### config.mk
export PLATFORM = sky130hd
export DESIGN_NAME = uart_tx_oversampled
export DESIGN_NICKNAME = d
export VERILOG_FILES = /design/src/rtl/uart_tx_oversampled.sv
export SDC_FILE = /design/constraint.sdc
export NUM_CORES = 1
export LEC_CHECK = 0
export CAP_MARGIN = 15
export CORE_MARGIN = 3
export CORE_UTILIZATION = 50
export CTS_BUF_LIST = sky130_fd_sc_hd__clkbuf_8
export CTS_CLUSTER_DIAMETER = 40
export CTS_CLUSTER_SIZE = 16
export DETAILED_ROUTE_END_ITERATION = 16
export HOLD_SLACK_MARGIN = 0.12
export MAX_ROUTING_LAYER = met4
export PLACE_DENSITY = 0.85
export RECOVER_POWER = 100
export SLEW_MARGIN = 20
export SYNTH_ARGS = -nofsm -noshare
export SYNTH_HDL_FRONTEND = slang
export SYNTH_SLANG_ARGS = --single-unit
### constraint.sdc
create_clock -name clk -period 1.7 [get_ports clk]
set_clock_uncertainty 0.15 [all_clocks]
set_input_delay 0.17 -clock clk [delete_from_list [all_inputs] [get_ports clk]]
set_output_delay 0.17 -clock clk [all_outputs]
set_load 0.05 [all_outputs]
### src/rtl/uart_tx_oversampled.sv
// uart_tx_oversampled
//   UART serial transmitter paced by a 16x oversampling tick. A frame is one
//   start bit (low), DBIT data bits LSB first, then SB_TICK/16 stop bits
//   (high). Every bit lasts 16 s_ticks; the stop period lasts SB_TICK s_ticks.
//
// Parameters
//   DBIT     data bits per frame (5..9)
//   SB_TICK  stop period in s_ticks (16 = 1 stop bit, 24 = 1.5, 32 = 2)
//
// Ports
//   clk           system clock, rising edge
//   reset_n       synchronous active-low reset
//   tx_start      send request, only looked at while idle
//   s_tick        one-clk oversampling tick from the baud timer
//   tx_din        data word, captured on the accepting edge
//   tx            registered serial line, idle high
//   tx_busy       high whenever a frame is in progress
//   tx_done_tick  one-clk pulse in the last tick of the stop period
module uart_tx_oversampled #(
  parameter int DBIT    = 8,
  parameter int SB_TICK = 16
) (
  input  logic            clk,
  input  logic            reset_n,
  input  logic            tx_start,
  input  logic            s_tick,
  input  logic [DBIT-1:0] tx_din,
  output logic            tx,
  output logic            tx_busy,
  output logic            tx_done_tick
);

  // Tick counter must reach both 15 (bit period) and SB_TICK-1 (stop period).
  localparam int SW = ($clog2(SB_TICK) > 4) ? $clog2(SB_TICK) : 4;
  localparam int NW = (DBIT > 1) ? $clog2(DBIT) : 1;

  localparam logic [SW-1:0] S_BIT_LAST  = SW'(15);
  localparam logic [SW-1:0] S_STOP_LAST = SW'(SB_TICK - 1);
  localparam logic [NW-1:0] N_LAST      = NW'(DBIT - 1);

  typedef enum logic [1:0] {
    IDLE  = 2'd0,
    START = 2'd1,
    DATA  = 2'd2,
    STOP  = 2'd3
  } state_t;

  state_t          state_reg, state_next;
  logic [SW-1:0]   s_reg, s_next;
  logic [NW-1:0]   n_reg, n_next;
  logic [DBIT-1:0] b_reg, b_next;
  logic            tx_reg, tx_next;
  logic            done_next;

  always_ff @(posedge clk) begin
    if (!reset_n) begin
      state_reg <= IDLE;
      s_reg     <= '0;
      n_reg     <= '0;
      b_reg     <= '0;
      tx_reg    <= 1'b1;
    end else begin
      state_reg <= state_next;
      s_reg     <= s_next;
      n_reg     <= n_next;
      b_reg     <= b_next;
      tx_reg    <= tx_next;
    end
  end

  // tx_next is always the line level of the state being entered, so the
  // registered line changes on the same edge as the state.
  always_comb begin
    state_next = state_reg;
    s_next     = s_reg;
    n_next     = n_reg;
    b_next     = b_reg;
    tx_next    = tx_reg;
    done_next  = 1'b0;

    unique case (state_reg)
      IDLE: begin
        tx_next = 1'b1;
        // Acceptance is not tick-aligned: the start bit can be up to one
        // tick short in absolute time.
        if (tx_start) begin
          b_next     = tx_din;
          s_next     = '0;
          state_next = START;
          tx_next    = 1'b0;
        end
      end

      START: begin
        tx_next = 1'b0;
        if (s_tick) begin
          if (s_reg == S_BIT_LAST) begin
            s_next     = '0;
            n_next     = '0;
            state_next = DATA;
            tx_next    = b_reg[0];
          end else begin
            s_next = s_reg + SW'(1);
          end
        end
      end

      DATA: begin
        tx_next = b_reg[0];
        if (s_tick) begin
          if (s_reg == S_BIT_LAST) begin
            s_next = '0;
            b_next = b_reg >> 1;
            if (n_reg == N_LAST) begin
              state_next = STOP;
              tx_next    = 1'b1;
            end else begin
              n_next  = n_reg + NW'(1);
              tx_next = b_next[0];
            end
          end else begin
            s_next = s_reg + SW'(1);
          end
        end
      end

      STOP: begin
        tx_next = 1'b1;
        if (s_tick) begin
          if (s_reg == S_STOP_LAST) begin
            s_next     = '0;
            state_next = IDLE;
            done_next  = 1'b1;
          end else begin
            s_next = s_reg + SW'(1);
          end
        end
      end

      default: begin
        state_next = IDLE;
        tx_next    = 1'b1;
      end
    endcase
  end

  assign tx           = tx_reg;
  assign tx_busy      = (state_reg != IDLE);
  // A reset edge aborts the frame, so the final stop tick must not report done.
  assign tx_done_tick = done_next & reset_n;

endmodule

==> flow_summary_export.csv <==
group,metric,value,unit
outcome,violations,"setup timing",
finish,nets,170,
yosys,synth.most_common_cell,"dfxtp_1",
yosys,synth.top_cell.area_share,32.7,%
sta,holdWs,313,ps
power_and_ir_drop,p_per_area,1620,nW/µm²
setup_path,crit_chain,"ha_4 -> and4_4 -> buf_6 -> and3_4 -> buf_12",
floorplanning,die_h,53.0,µm
yosys,muxShareOfSynthArea,11.3,%
sta,fmax,0.566,GHz
sta,max_slew_margin,59.3,%
flow_run,drv_cap,0,
yosys,async_flop_share,0,%
clock_tree,path_clk_slew,70,ps
drt,wl_met1,1140,µm
setup_path,critical-path-max-stage-delay,350,ps
setup_path,critPathBufInv,2,
finish,area_growth,42.2,%
place,hpwlAfterDp,2010,µm
yosys,synth.cell_area,1100,µm²
finish,fillers,125,
clock_tree,hold_buffers,0,
drt,met3WireLength,155,µm
setup_path,cp_top_family,"simple AND/OR/NAND/NOR gates",
place,gp_congestion,0.897,
yosys,ys_warn_count,0,
yosys,synth_fa_ha_area_share,9.07,%
yosys,synth-main-ff-cell,"dfxtp_1",
setup_path,worstPathArrival,1450,ps
place,pre_cts_ws,-270,ps
floorplanning,io_pins,15,
worst_hold_path,hp-class,"in2reg",
place,port_buffers,14,
worst_hold_path,hold_depth,3,
sta,tightest_slew,613,ps
drt,drtPass1Iterations,6,
setup_path,worstPathRequired,1380,ps
sta,hold_viol,0,
yosys,ys_top_cells_by_count,"18 x dfxtp_1, 13 x nand2_1, 11 x mux2i_1",
floorplanning,die_w,53.0,µm
sta,setup_viol,4,
clock_tree,cts_sinks,18,
yosys,synth-xor-area-share,0,%
setup_path,worst_setup_path_end_kind,"primary output",
yosys,ys_types,35,
clock_tree,cts_tree,"built",
clock_tree,cts_root_buf,"clkbuf_8",
floorplanning,core,2020,µm²
finish,largest_register_ff_count,8,
setup_path,critPathSlowestCell,"dfxtp_2",
drt,wirelength,2890,µm
setup_path,rr_worst_depth,6,
finish,final_util,77.6,%
sta,fin_crit_sh,104,%
outcome,status,"finished with violations",
global_routing,grt_max_degree,13,
place,placed_area,1450,µm²
drt,dr.max_layer_used,"met4",
global_routing,globalRouteOverflowTotal,0,
floorplanning,start_util,54.6,%
yosys,synth-edff-count,0,
sta,min_period,1770,ps
clock_tree,numCtsBuffers,3,
floorplanning,die_area,2810,µm²
drt,antenna_left,0,
yosys,ys_seq_area_share,32.7,%
sta,fin_ws,-67.9,ps
yosys,syn_inst,114,
yosys,synth_top_family_by_area,"compound AO/OA/AOI/OAI gates",
setup_path,start_kind,"flop",
yosys,syn_area_per_cell,9.68,µm²
sta,slew_violations,0,
sta,grt_setup_unrepaired,"yes",
setup_path,worst-setup-path-type,"reg2out",
yosys,synth_nets,134,
clock_tree,cts_buffer_depth,2,
setup_path,cp_max_fo,5,
power_and_ir_drop,ir_worst_vdd,1010,µV
drt,drc_errors,0,
drt,wl_met2,1550,µm
finish,fin_area,1570,µm²
drt,vias,983,
drt,drt_iter0_drc,25,
yosys,ys_top_cells_by_area,"dfxtp_1 33%, mux2i_1 10%, ha_1 9.1%, o211a_1 6.3%, nand2_1 4.4%",
clock_tree,clk_latency,260,ps
global_routing,grt_first_pass_wirelength,4370,µm
yosys,synth_compound_area_share,22.9,%
yosys,yosys.area_share.simple,18.7,%
drt,post_drt_wl_per_cell,16.4,µm
power_and_ir_drop,leakage,0.000674,µW
global_routing,grt_pass1_vias,962,
floorplanning,rows,16,
yosys,yosysTopAreaCell,"dfxtp_1",
global_routing,antenna_found_initial,0,
clock_tree,htreeDepth,1,
finish,drive_above_1_share,36.9,%
setup_path,crit_cells,5,
drt,viasPerCell,5.59,
finish,antenna_cells,0,
global_routing,grt.total_usage,21.7,%
yosys,ys_seq_elements,18,
## timing repair
action | in CTS | in global routing
setup endpoints to repair | 12 | 16
gates resized for setup | 6 | 14
setup buffers | 0 | 3
pin swaps | 2 | 7
## layer usage
layer	up-vias	track usage (%)
met1	453	22.8
met2	45	41.5
li1	478	-
met3	7	2.82
met5	-	-
met4	0	6.38
## final cells by class
class	instances	area [µm²]	area share [%]
multi-input combinational	85	753	48.0
sequential	18	368	23.4
timing repair buffer	37	340	21.7
clock buffer	4	55.1	3.51
tap	27	33.8	2.15
inverter	5	18.8	1.20
## final timing paths
check	from	slack [ps]	end
setup / recovery	s_reg[1]	-70	tx_done_tick
hold / removal	s_tick	310	s_reg[2]
setup reg to reg	s_reg[0]	-50	state_reg[0]
hold reg to reg	b_reg[6]	350	b_reg[6]
## per-stage QoR
step                cells  total power [µW]  setup TNS, ps
floorplan             114              1510              0
global placement      169              2010          -2100
detailed placement    169              2090          -3070
CTS                   173              2480           -112
global route          176              2690           -841
finish                176              2540           -129
## where the power goes
part | leakage [µW] | internal (µW) | switching, µW
Sequential | 0.000150 | 544 | 85.3
Combinational | 0.000495 | 767 | 789
Clock | 0.0000288 | 206 | 148
Total | 0.000674 | 1520 | 1020
## worst reg2reg max path, delay by kind of cell, from the launching register on
kind                     cells  cell delay [ps]
flip-flops                   1              340
AND/OR/NAND/NOR              1              190
adder cells (fa/ha/maj)      1              180
AO/OA/AOI/OAI                3              660
buffers and inverters        1              120
## cells in the final DEF, fill, tap and decap left out, types with 4 or more instances in the layout
master / n
clkbuf_8: 4
mux2i_1: 11
nor2b_1: 6
o211a_1: 7
dfxtp_1: 14
ha_1: 5
a21oi_1: 4
nand2_1: 10
clkdlybuf4s50_1: 10
buf_4: 16
and2_1: 4
nor2_1: 4
## cell families after synthesis
| group | Yosys count |
|---|---|
| AO/OA/AOI/OAI | 29 |
| adder cells (fa/ha/maj) | 8 |
| buffers and inverters | 11 |
| flip-flops | 18 |
| multiplexers | 12 |
| AND/OR/NAND/NOR | 36 |
No activity file was read; power rests on OpenSTA's default activity.
